**config.mk**
```make
export PLATFORM = sky130hd
export DESIGN_NAME = led_scroll_driver
export DESIGN_NICKNAME = d
export VERILOG_FILES = /design/src/rtl/led_scroll_driver.sv
export SDC_FILE = /design/constraint.sdc
export NUM_CORES = 1
export LEC_CHECK = 0
export ABC_AREA = 1
export CORE_MARGIN = 2
export CORE_UTILIZATION = 45
export DETAILED_ROUTE_END_ITERATION = 10
export GPL_ROUTABILITY_DRIVEN = 0
export PLACE_DENSITY = 0.73
export SYNTH_ARGS = -nofsm -noshare
export SYNTH_HDL_FRONTEND = slang
export SYNTH_SLANG_ARGS = --single-unit
```
**constraint.sdc**
```tcl
create_clock -name clk -period 2.16 [get_ports clk]
set_input_delay 0.324 -clock clk [delete_from_list [all_inputs] [get_ports clk]]
set_output_delay 0.324 -clock clk [all_outputs]
set_load 0.01 [all_outputs]
```
**src/rtl/led_scroll_driver.sv**
```systemverilog
// Multiplexed seven-segment scroller: shows a DIGITS-wide window into a nibble buffer,
// advanced by debounced button presses or an auto-scroll timer.
module led_scroll_driver #(
    parameter int unsigned DIGITS       = 4,
    parameter int unsigned MSG_LEN      = 16,
    parameter int unsigned REFRESH_DIV  = 16,
    parameter int unsigned DEBOUNCE_CYC = 4,
    parameter int unsigned AUTO_PERIOD  = 1000
) (
    input  logic                       clk,
    input  logic                       reset,
    input  logic                       button,
    input  logic                       auto_en,
    input  logic                       msg_we,
    input  logic [$clog2(MSG_LEN)-1:0] msg_addr,
    input  logic [3:0]                 msg_data,
    output logic [DIGITS-1:0]          an,
    output logic [6:0]                 seg,
    output logic                       dp,
    output logic [$clog2(MSG_LEN)-1:0] pos
);
    localparam int unsigned AW = $clog2(MSG_LEN);
    localparam int unsigned SW = $clog2(REFRESH_DIV);
    localparam int unsigned DW = $clog2(DIGITS);
    localparam int unsigned CW = $clog2(DEBOUNCE_CYC + 1);
    localparam int unsigned TW = $clog2(AUTO_PERIOD);

    logic [3:0]        buf_q [MSG_LEN];
    logic              sync1_q, sync2_q;
    logic              db_q, db_d;
    logic [CW-1:0]     db_cnt_q, db_cnt_d;
    logic [TW-1:0]     timer_q, timer_d;
    logic [AW-1:0]     pos_q, pos_d;
    logic [SW-1:0]     slot_q, slot_d;
    logic [DW-1:0]     digit_q, digit_d;
    logic [AW-1:0]     idx_q, idx_d;
    logic [DIGITS-1:0] an_q, an_d;
    logic [6:0]        seg_q, seg_d;
    logic              dp_q, dp_d;
    logic              btn_step, auto_step, step;

    function automatic logic [6:0] hex7(input logic [3:0] v);
        hex7 = '1;
        case (v)
            4'h0: hex7 = 7'b0000001;
            4'h1: hex7 = 7'b1001111;
            4'h2: hex7 = 7'b0010010;
            4'h3: hex7 = 7'b0000110;
            4'h4: hex7 = 7'b1001100;
            4'h5: hex7 = 7'b0100100;
            4'h6: hex7 = 7'b0100000;
            4'h7: hex7 = 7'b0001111;
            4'h8: hex7 = 7'b0000000;
            4'h9: hex7 = 7'b0000100;
            4'hA: hex7 = 7'b0001000;
            4'hB: hex7 = 7'b1100000;
            4'hC: hex7 = 7'b0110001;
            4'hD: hex7 = 7'b1000010;
            4'hE: hex7 = 7'b0110000;
            4'hF: hex7 = 7'b0111000;
        endcase
    endfunction

    // Counter must already hold DEBOUNCE_CYC while still differing, so a change
    // needs DEBOUNCE_CYC+1 consecutive differing samples; the rising flip steps directly.
    always_comb begin
        db_d     = db_q;
        db_cnt_d = '0;
        btn_step = 1'b0;
        if (sync2_q != db_q) begin
            if (db_cnt_q == CW'(DEBOUNCE_CYC)) begin
                db_d     = ~db_q;
                btn_step = ~db_q;
            end else begin
                db_cnt_d = db_cnt_q + CW'(1);
            end
        end
    end

    always_comb begin
        auto_step = auto_en && (timer_q == TW'(AUTO_PERIOD - 1));
        step      = btn_step | auto_step;
        timer_d   = (!auto_en || step) ? '0 : timer_q + TW'(1);
        pos_d     = step ? pos_q + AW'(1) : pos_q;
    end

    // The window index is captured in the blanking cycle so a slot never mixes positions.
    always_comb begin
        slot_d  = (slot_q == SW'(REFRESH_DIV - 1)) ? '0 : slot_q + SW'(1);
        digit_d = digit_q;
        idx_d   = idx_q;
        if (slot_q == SW'(REFRESH_DIV - 1)) begin
            digit_d = (digit_q == '0) ? DW'(DIGITS - 1) : digit_q - DW'(1);
        end
        if (slot_q == '0) begin
            idx_d = pos_q + AW'(DIGITS - 1) - AW'(digit_q);
        end
    end

    always_comb begin
        an_d  = '1;
        seg_d = '1;
        dp_d  = 1'b1;
        if (slot_q != '0) begin
            an_d  = ~(DIGITS'(1) << digit_q);
            seg_d = hex7(buf_q[idx_q]);
            dp_d  = (idx_q != '0);
        end
    end

    always_ff @(posedge clk or negedge reset) begin
        if (!reset) begin
            for (int unsigned i = 0; i < MSG_LEN; i++) begin
                buf_q[i] <= 4'(i % 16);
            end
        end else if (msg_we) begin
            buf_q[msg_addr] <= msg_data;
        end
    end

    always_ff @(posedge clk or negedge reset) begin
        if (!reset) begin
            sync1_q  <= 1'b0;
            sync2_q  <= 1'b0;
            db_q     <= 1'b0;
            db_cnt_q <= '0;
            timer_q  <= '0;
            pos_q    <= '0;
            slot_q   <= '0;
            digit_q  <= DW'(DIGITS - 1);
            idx_q    <= '0;
            an_q     <= '1;
            seg_q    <= '1;
            dp_q     <= 1'b1;
        end else begin
            sync1_q  <= button;
            sync2_q  <= sync1_q;
            db_q     <= db_d;
            db_cnt_q <= db_cnt_d;
            timer_q  <= timer_d;
            pos_q    <= pos_d;
            slot_q   <= slot_d;
            digit_q  <= digit_d;
            idx_q    <= idx_d;
            an_q     <= an_d;
            seg_q    <= seg_d;
            dp_q     <= dp_d;
        end
    end

    assign an  = an_q;
    assign seg = seg_q;
    assign dp  = dp_q;
    assign pos = pos_q;

endmodule
```
== After elaboration in Yosys (flattened, before gate mapping) ==
Memory sizes are Yosys's and may differ from the RTL's.
Index checks and enable logic that the tools add are counted.

* Register bits: 106
* Bits in read-only memories: 112
* Input port bits: 13
* Logic and storage cells: 74
* Memories kept: 1

{| class="wikitable"
|+ Memory list
! memory !! depth !! width !! read ports !! clocked after Yosys merged registers in !! write ports !! RTL line !! source
|-
| (name not given) || 16 || 7 || 1 || 0 || 0 || 44 || <nowiki>case (v)</nowiki>
|}

* Add/subtract/negate cells: 7
* Order comparisons: 3
* Eq/ne operators: 4
* Shift operators: 1
* Multiplexer cells: 16
* Bitwise operators: 5
* Reduce and logical (&&, ||, !) cells: 9

{| class="wikitable"
|+ Operators with widths
! operator !! count
|-
| bitwise mux 64 bit || 1
|-
| 2-to-1 mux 4 bit || 5
|-
| binary-select mux 4 bit (select 4 bit) || 1
|-
| demux 4 bit (select 4 bit) || 1
|-
| adder 10 x 1 -> 10 bit (second input constant) || 1
|-
| equality test 10 bit (second input constant) || 1
|-
| greater-or-equal comparator 5 bit (second input constant) || 2
|-
| 2-to-1 mux 10 bit || 1
|-
| NOT 4 -> 5 bit || 2
|-
| adder 4 x 1 -> 4 bit (second input constant) || 2
|-
| nonzero test 4 bit || 2
|-
| 2-to-1 mux 7 bit || 1
|-
| 2-to-1 mux 3 bit || 2
|-
| less-than comparator 5 x 1 -> 1 bit (second input constant) || 1
|-
| adder 4 x 2 -> 4 bit (second input constant) || 1
|-
| equality test 4 bit (second input constant) || 1
|-
| zero test 4 bit || 1
|-
| NOT 4 bit || 1
|-
| << shifter 1 x 2 -> 4 bit (first input constant) || 1
|-
| subtractor 4 x 2 -> 4 bit || 1
|-
| adder 3 x 1 -> 3 bit (second input constant) || 1
|-
| equality test 3 bit (second input constant) || 1
|-
| 2-to-1 mux 1 bit || 3
|-
| logical AND 1 bit || 2
|-
| other kinds (9) || 9
|}

== Longest topological paths before layout ==
Gate-level depths: netlist of the first run.

* Word-level depth: 6
* Depth in mapped cells: 16

== Worst setup path after synthesis of the first run ==
Ideal clock, no wire load.

* Path type: reg2reg
* From: register idx_q[0]
* To: register seg_q[3] (netlist: seg[3])
* Data arrival time: 1.756 ns
* Slack: 0.339 ns
* Stages on the path, launching flop included: 16
* Buffers on the path: 3
* Clock period less this slack: 1.821 ns
* Cell sequence: dfrtp_1 -> buf_6 -> buf_6 -> buf_6 -> o21ai_1 -> nand2_1 -> nand3_1 -> nand3_1 -> nand2_2 -> inv_2 -> ha_1 -> inv_1 -> nand2_1 -> nand2_1 -> nand2_1 -> nand3_1

* Longest elaborated chain between the ends: 6

{| class="wikitable"
|+ RTL lines
! item !! RTL line !! source
|-
| start, declared || 36 || <nowiki>logic [AW-1:0] idx_q, idx_d;</nowiki>
|-
| start signal, assigned || 144 || <nowiki>idx_q <= idx_d;</nowiki>
|-
| NOT 4 -> 5 bit (implied by the code) || 106 || <nowiki>seg_d = hex7(buf_q[idx_q]);</nowiki>
|-
| binary-select mux 4 bit (select 4 bit) || 106 ||
|-
| 2-to-1 mux 4 bit (implied by the code) (2 in series) || 106 ||
|-
| memory (16 x 7 bit) || n/a ||
|-
| 2-to-1 mux 7 bit || 104 || <nowiki>if (slot_q != '0) begin</nowiki>
|-
| net seg_d[3] || 38 || <nowiki>logic [6:0] seg_q, seg_d;</nowiki>
|-
| end signal, assigned || 146 || <nowiki>seg_q <= seg_d;</nowiki>
|-
| end, declared || 38 ||
|}

The timed path passes the listed nets, and every way through them passes these cells. The select of a mux whose other input is x is not followed.
A chain may end at the register's enable or synchronous reset.

== Worst setup path after layout of the first run ==
Ends and elaborated chain as after synthesis.

==> results.ini, run 1 <==
[status]
status = complete, no violations

[worst_setup_path]
arrival_ns = 2.33
cpMostUsedCell = nand2_1
worstPathCellList = buf_4, clkbuf_16, o21ai_1, nand2_1, nand3_1, nand3_1, nand2_2, inv_2, ha_1, inv_1, nand2_1, nand2_1, nand2_1, nand3_1
start_kind = flop
worst-path-stages = 14
path_max_fanout = 25
r2r_end = seg[3]
critPathSlowestCell = dfrtp_2
end_kind = flop
cp.required_ns = 2.45
rr_worst_depth = 14
r2r-start = idx_q[0]
crit_family = simple AND/OR/NAND/NOR gates
reg2reg_slack_ns = 0.12
crit_type = flop to flop
cp_num_buf_inv = 4
cp_slowest_stage_delay_ns = 0.43

[sta]
worst_pin_slew_ns = 0.556
fmax_ghz = 0.491
skew_ns = 0.00642
final_max_slew_viol_count = 0
period_share_pct = 94.3
rsz0062_at_grt = no
final_hold_viol_count = 0
setup_viol = 0
fin_setup_tns_ns = 0
maxSlewHeadroom_pct = 62.9
fin_crit_ns = 2.04

[pwr]
power.share.clock_pct = 22.7
pwr-share-comb_pct = 40.1
seq_power_share_pct = 37.3
p_switching_w = 0.00282
total_leakage_power_nw = 2.82
swShare_pct = 38.8
ir_drop_mv = 0.623
pwr_density_cell_nw_per_um2 = 1200
p_int_w = 0.00445

[final_layout]
fill_cells = 1068
stdcell_count = 809
nets = 694
drive_gt1_share_pct = 14.0
num_antenna_cells = 0
final_area_sq_um = 6040
syn_to_final_growth_pct = 14.6

[floorplan]
die-area_sq_um = 12600
rows = 39
ios = 29
die_h_um = 112
start_util_pct = 46.2
core-area_sq_um = 11400
die_w_um = 112

[drt]
vias_per_cell = 5.25
ant_nets = 0
drt_iter0_drc = 409
routed_wl_um = 12100
wl_per_cell_um = 14.9
remaining_drc_errors = 0
route.vias.total = 4249
dr.pass1.iters = 5

[worst_hold_path]
holdPathStages = 0
hold_class = flop to flop
min_to = sync2_q
hold_start = sync1_q

[yosys]
synth_ff_type = dfrtp_1
avgSynthCellArea_sq_um = 8.44
synth_edf_count = 0
seq_area_frac_synth_pct = 51.4
syn_inst = 625
synth_seq_cells = 106
syn_area_sq_um = 5280
syn_nets = 658
ys.warnings.count = 0
async_reset_ff_share_pct = 100
ys_types = 35

[clocking]
htree_levels = 3
clkTransAtPathRegs_ns = 0.07
clock_sinks = 106
cts_tree = built
cts_buffers = 9
cts_buffer_depth = 2
cts_root_buffer = clkbuf_16
clock_latency_ns = 0.35

[place]
dp_hpwl_um = 8360
io_buffers = 28
dpl_cell_area_sq_um = 5700
dpl.cell_count = 790

[global_route]
grt_pass1_wl_um = 20400
grt_max_degree = 52
gr-total-overflow = 0
grt_pass1_vias = 4193
grtUsageTotal_pct = 20.3
grtUsageMet3_pct = 4.10
top_usage_layer = met2
antenna_found_initial = 0
met1_usage_pct = 27.1
met2_usage_pct = 32.6

[flow_run]
drv_cap = 0

routing by layer:
| layer | part of all wire, % | vias to the layer above |
|---|---|---|
| li1 | - | 2063 |
| met1 | 44 | 2025 |
| met2 | 48 | 134 |
| met3 | 5.3 | 27 |
| met4 | 2.7 | 0 |
| met5 | 0 | - |
cell type report:
class                   count  area [sq um]  area share [%]
clock buffers              10           229            3.79
inverters                  83           314            5.20
well taps                 143           179            2.96
flip-flops and latches    106          2710            44.9
multi-input cells         419          2120            35.0
repair buffers             42           428            7.08
clock inverters             6          67.6            1.12
synthesized netlist by cell type, drive strengths merged, types with 2 or more instances:
| cell | number | area [sq um] |
|---|---|---|
| a21oi | 9 | 48.8 |
| buf | 16 | 131 |
| dfrtp | 60 | 1500 |
| dfstp | 46 | 1210 |
| ha | 19 | 238 |
| inv | 83 | 314 |
| nand2 | 173 | 674 |
| nand3 | 58 | 305 |
| nand4 | 2 | 12.5 |
| nor2 | 42 | 158 |
| nor3 | 9 | 45.0 |
| nor3b | 2 | 15.0 |
| o211ai | 10 | 75.1 |
| o21a | 2 | 15.0 |
| o21ai | 77 | 389 |
| or2 | 4 | 25.0 |
| xnor2 | 5 | 43.8 |
| xor2 | 3 | 26.3 |
sequential cells by signal, indices dropped and copies added (netlist names):
| signal | cells |
|---|---|
| seg | 7 |
| buf_q | 64 |
| pos | 4 |
| sync2_q | 1 |
| db_cnt_q | 3 |
| idx_q | 4 |
| dp | 1 |
| an | 4 |
| sync1_q | 1 |
| digit_q | 2 |
| slot_q | 4 |
| timer_q | 10 |
| db_q | 1 |
worst reg2reg max path: cells and delay by family (launching register included):
| family | cells | cell delay (ns) |
|---|---|---|
| adder cells (fa/ha/maj) | 1 | 0.33 |
| AO/OA/AOI/OAI | 1 | 0.14 |
| flip-flops | 1 | 0.43 |
| AND/OR/NAND/NOR | 8 | 0.62 |
| buffers and inverters | 4 | 0.47 |
timing repair:
item                                    4_1_cts  5_1_grt
hold buffers                                  1        0
endpoints found under the setup margin        0        4
gates resized for setup                       0        1
setup buffers                                 0        1
hold endpoints to repair                     23        0
worst max-delay path by stage:
stage,startpoint,to,slack (ns)
2_1_floorplan,idx_q[0],seg[3],0.34
3_3_place_gp,msg_we,buf_q[51],0.25
3_5_place_dp,msg_we,buf_q[51],0.20
4_1_cts,idx_q[0],seg[3],0.21
5_1_grt,idx_q[0],seg[6],0.01
6_report,idx_q[0],seg[3],0.12
cell families (layout without fill, tap and decap cells):
group | count (synthesis) | after routing | share of synthesized area, %
flops | 106 | 106 | 51.4
simple gates | 291 | 291 | 23.6
compound gates | 99 | 99 | 10.1
mux | 1 | 1 | 0.213
buf+inv | 100 | 141 | 8.52
fa+ha+maj | 20 | 20 | 4.89
xor+xnor | 8 | 8 | 1.33
power by group through the flow:
stage                     clock network (W)  logic [W]  registers (W)
after floorplan                           0    0.00226        0.00265
after global placement                    0    0.00268        0.00272
after detailed placement                  0    0.00278        0.00274
after CTS                           0.00168    0.00281        0.00271
after global routing                0.00177    0.00329        0.00276
final                               0.00165    0.00291        0.00271
cell usage in the layout, fill, tap and decap left out, types with 3 or more instances in the layout:
| master | Yosys | layout |
|---|---|---|
| nand2_2 | 7 | 7 |
| buf_4 | 2 | 11 |
| inv_1 | 80 | 80 |
| nand3_2 | 3 | 3 |
| o211ai_1 | 10 | 10 |
| nor2_1 | 42 | 42 |
| dfstp_2 | 46 | 46 |
| clkbuf_16 | 0 | 10 |
| nand2_1 | 165 | 165 |
| nand3_1 | 55 | 55 |
| clkdlybuf4s50_1 | 0 | 27 |
| dfrtp_1 | 60 | 59 |
| nor3_1 | 9 | 9 |
| ha_1 | 19 | 19 |
| xnor2_1 | 5 | 5 |
| xor2_1 | 3 | 3 |
| a21oi_1 | 8 | 8 |
| o21ai_0 | 74 | 74 |
per-stage QoR:
| stage | power (W) | hold slack (ns) | util, % | setup slack [ns] |
|---|---|---|---|---|
| after floorplan | 0.00491 | 0.0284 | - | 0.339 |
| after global placement | 0.00540 | 0.333 | 50.0 | 0.247 |
| after detailed placement | 0.00552 | 0.335 | 50.0 | 0.204 |
| after CTS | 0.00720 | 0.351 | 52.6 | 0.210 |
| after global routing | 0.00781 | 0.359 | 52.9 | 0.00954 |
| final | 0.00727 | 0.349 | 52.9 | 0.124 |
(Power assumes the default switching activity.)
==> run 2, diff against run 1 <==
--- a/config.mk
+++ b/config.mk
@@ -10,7 +10,7 @@
 export CORE_UTILIZATION = 45
 export DETAILED_ROUTE_END_ITERATION = 10
 export GPL_ROUTABILITY_DRIVEN = 0
-export PLACE_DENSITY = 0.73
+export PLACE_DENSITY_LB_ADDON = 0.1
 export SYNTH_ARGS = -nofsm -noshare
 export SYNTH_HDL_FRONTEND = slang
 export SYNTH_SLANG_ARGS = --single-unit
==> results.ini, run 2 (synthesis gave the netlist of run 1 again) <==
[status]
status = complete, no violations

[sta]
worst_pin_slew_ns = 0.580
setup_viol = 0
fin_setup_tns_ns = 0
skew_ns = 0.00754
setup_slack_ns = 0.193
maxSlewHeadroom_pct = 61.3
rsz0062_at_grt = no
final_hold_viol_count = 0
fmax_ghz = 0.508
whs_ns = 0.360
period_share_pct = 91.1
final_max_slew_viol_count = 0
fin_crit_ns = 1.97

[drt]
vias_per_cell = 5.04
routed_wl_um = 11900
drt_iter0_drc = 291
remaining_drc_errors = 0
ant_nets = 0
route.vias.total = 4080
dr.pass1.iters = 6
wl_per_cell_um = 14.7

[pwr]
ir_drop_mv = 0.717
power.total_w = 0.00707
p_switching_w = 0.00276
total_leakage_power_nw = 2.80
pwr_density_cell_nw_per_um2 = 1170
p_int_w = 0.00431
seq_power_share_pct = 38.3
swShare_pct = 39.0
pwr-share-comb_pct = 39.3
power.share.clock_pct = 22.4

[final_layout]
largest_register = buf_q
num_antenna_cells = 0
syn_to_final_growth_pct = 14.1
final_cell_mix = 165 x nand2_1, 80 x inv_1, 74 x o21ai_0
layout_commonest_cell = nand2_1
drive_gt1_share_pct = 14.0
nets = 694
stdcell_count = 809
largest_reg_flops = 64

[worst_setup_path]
reg2reg_slack_ns = 0.19
r2r_end = seg[3]
cp.required_ns = 2.45
start_kind = flop
end_kind = flop
r2r-start = idx_q[0]
crit_type = flop to flop
startpoint = idx_q[0]
rr_worst_depth = 15
arrival_ns = 2.26
path_max_fanout = 51

[global_route]
grt_pass1_wl_um = 19900
grt_pass1_vias = 3951
grt_max_degree = 52
grtUsageTotal_pct = 20.1
gr-total-overflow = 0
antenna_found_initial = 0

[worst_hold_path]
hold_start = sync1_q
min_to = sync2_q
hold_class = flop to flop
holdPathStages = 0

[clocking]
cts_buffer_depth = 2
htree_levels = 3
cts_tree = built
cts_root_buffer = clkbuf_16
clkTransAtPathRegs_ns = 0.07
clock_sinks = 106
cts_buffers = 9
clock_latency_ns = 0.36
postCtsSetupBuffers = 0

[floorplan]
core-area_sq_um = 11400
die_h_um = 112
rows = 39
die_w_um = 112
die-area_sq_um = 12600
start_util_pct = 46.2
ios = 29

[place]
dp_hpwl_um = 8560
dpl.cell_count = 792
io_buffers = 28
pre_cts_slack_ns = 0.178

[flow_run]
drv_cap = 0

==> run 2: worst max-delay path: stages (launching register included) <==
cell and delay, ns:
dfrtp_1 0.40, buf_12 0.19, inv_6 0.14, nand2_1 0.06, nand2_1 0.06, nand2_1 0.04, nand3_1 0.10, nand3_1 0.08
nand2_2 0.12, inv_2 0.07, ha_1 0.32, inv_1 0.06, nand2_1 0.04, nand2_1 0.06, nand2_1 0.05, nand3_1 0.08
==> run 2: through the flow <==
stage                     util, %  cell area, sq um
after floorplan                 -              5280
after global routing         52.7              6020
after global placement       50.1              5720
after detailed placement     50.1              5720
final                        52.7              6020
after CTS                    52.7              6020
==> run 2: power groups by stage <==
stage,clock network (W),logic (W),registers (W)
global placement,0,0.00269,0.00273
finish,0.00159,0.00278,0.00271
floorplan,0,0.00226,0.00265
CTS,0.00163,0.00278,0.00271
global route,0.00170,0.00320,0.00276
detailed placement,0,0.00277,0.00274
==> run 2: area by class of cell <==
class	instances	area, sq um
Fill cell	1063	5400
Sequential cell	106	2710
Multi-Input combinational cell	419	2120
Timing Repair Buffer	42	410
Inverter	83	317
Clock buffer	10	239
Tap cell	143	179
Clock inverter	6	47.5
==> run 2: how the worst max path moves through the flow <==
stage	to	slack, ns	depth (start not counted)
global route	seg[3]	0.009	15
global placement	buf_q[51]	0.19	6
detailed placement	buf_q[51]	0.18	6
CTS	seg[3]	0.16	15
finish	seg[3]	0.19	15
floorplan	seg[3]	0.34	15
==> run 2: what timing repair did <==
item	CTS	global route
hold endpoints to repair	26	0
setup endpoints to repair	0	1
hold buffers	1	0
gates resized for setup	0	1
==> run 2: routing by layer <==
metal  GRT usage [%]  share of wire, %
met4            6.50               1.8
met3            4.91               4.7
met2            30.3                45
met5               0                 0
met1            28.7                49
==> run 3, diff against run 2 <==
--- a/config.mk
+++ b/config.mk
@@ -10,6 +10,7 @@
 export CORE_UTILIZATION = 45
 export DETAILED_ROUTE_END_ITERATION = 10
 export GPL_ROUTABILITY_DRIVEN = 0
+export MAX_ROUTING_LAYER = met4
 export PLACE_DENSITY_LB_ADDON = 0.1
 export SYNTH_ARGS = -nofsm -noshare
 export SYNTH_HDL_FRONTEND = slang
==> results.ini, run 3 (synthesis gave the netlist of run 1 again) <==
[worst_setup_path]
reg2reg_slack_ns = 0.20
start_kind = flop
end_kind = flop
arrival_ns = 2.25
crit_type = flop to flop
startpoint = idx_q[0]
cpMostUsedCell = nand3_1
cp_slowest_stage_delay_ns = 0.40
worstPathCellList = buf_12, or2_1, nand3_1, nand3_1, nand3_1, nand2_2, inv_2, ha_1, inv_1, nand2_1, nand2_1, nand2_1, nand3_1
critPathSlowestCell = dfrtp_1
path_max_fanout = 51
r2r-start = idx_q[0]
cp.required_ns = 2.45

[sta]
rsz0062_at_grt = no
final_max_slew_viol_count = 0
fin_crit_ns = 1.96
fmax_ghz = 0.509
fin_setup_tns_ns = 0
skew_ns = 0.00578
setup_viol = 0
final_hold_viol_count = 0
period_share_pct = 90.9
maxSlewHeadroom_pct = 61.6
worst_pin_slew_ns = 0.576
setup_slack_ns = 0.197

[place]
io_buffers = 28
dpl.cell_count = 792
pre_cts_slack_ns = 0.178
dp_hpwl_um = 8560
dpl_cell_area_sq_um = 5720

[flow_run]
drv_cap = 0

[pwr]
ir_drop_mv = 0.717
pwr_density_cell_nw_per_um2 = 1170
total_leakage_power_nw = 2.80
power.total_w = 0.00706

[drt]
vias_per_cell = 5.05
ant_nets = 0
routed_wl_um = 11900
route.vias.total = 4086
wl_per_cell_um = 14.7
remaining_drc_errors = 0
dr.pass1.iters = 5
drt_iter0_drc = 260

[clocking]
clock_sinks = 106
cts_tree = built
cts_buffers = 9
cts_buffer_depth = 2
cts_root_buffer = clkbuf_16
clock_latency_ns = 0.36
htree_levels = 3
clkTransAtPathRegs_ns = 0.07

[final_layout]
largest_reg_flops = 64
drive_gt1_share_pct = 14.0
syn_to_final_growth_pct = 14.1
layout_commonest_cell = nand2_1
num_antenna_cells = 0
nets = 694
final_area_sq_um = 6020
final_cell_mix = 165 x nand2_1, 80 x inv_1, 74 x o21ai_0
stdcell_count = 809
largest_register = buf_q

[global_route]
gr-total-overflow = 0
antenna_found_initial = 0
grt_pass1_wl_um = 19900
grt_pass1_vias = 3953
grtUsageTotal_pct = 20.7
grt_max_degree = 52

[floorplan]
core-area_sq_um = 11400
rows = 39
ios = 29
start_util_pct = 46.2
die_w_um = 112
die-area_sq_um = 12600
die_h_um = 112

[status]
status = complete, no violations

[worst_hold_path]
hold_class = flop to flop
hold_start = sync1_q

[run 3: cell counts in the layout (fill, tap and decap cells not counted)]
No cell type changed its count.
[run 3: worst paths after layout]
kind                             end  cells past startpoint
setup / recovery              seg[3]                     13
hold / removal               sync2_q                      0
setup reg to reg              seg[3]                     13
hold reg to reg              sync2_q                      0
max in group asynchronous      an[3]                      3
min in group asynchronous  buf_q[26]                      2
[run 3: report_power, final]
group,switching [W],internal (W)
combinational,0.00177,0.00101
sequential,0.000228,0.00248
clock,0.000760,0.000821
[run 3: area by class of cell]
class                           count  area [sq um]
Sequential cell                   106          2710
Clock buffer                       10           239
Clock inverter                      6          47.5
Multi-Input combinational cell    419          2120
Tap cell                          143           179
Inverter                           83           317
Fill cell                        1063          5400
Timing Repair Buffer               42           410
[run 3: repair_timing]
action,CTS,global route
endpoints found under the hold margin,26,0
hold buffers,1,0
buffers inserted,0,0
setup endpoints to repair,0,1
resized for setup,0,1
[run 3: critical path, delay by kind of cell (launching register included)]
kind | cells | cell delay, ns
adder cells (fa/ha/maj) | 1 | 0.26
buffers and inverters | 3 | 0.36
flip-flops | 1 | 0.40
AND/OR/NAND/NOR | 9 | 0.86
[run 3: stage by stage]
step	hold WS, ns	utilization (%)
final	0.359	52.7
after global routing	0.371	52.7
after CTS	0.363	52.7
after detailed placement	0.343	50.1
after global placement	0.341	50.1
after floorplan	0.0284	-
[run 3: metal layers]
metal | part of all wire (%) | up-vias | GRT usage [%] | wire length (um)
li1 | - | 2057 | - | -
met1 | 48 | 1910 | 28.5 | 5720
met4 | 1.6 | 0 | 6.50 | 195
met2 | 45 | 102 | 30.4 | 5310
met5 | 0 | - | - | 0
met3 | 5.3 | 17 | 4.91 | 628
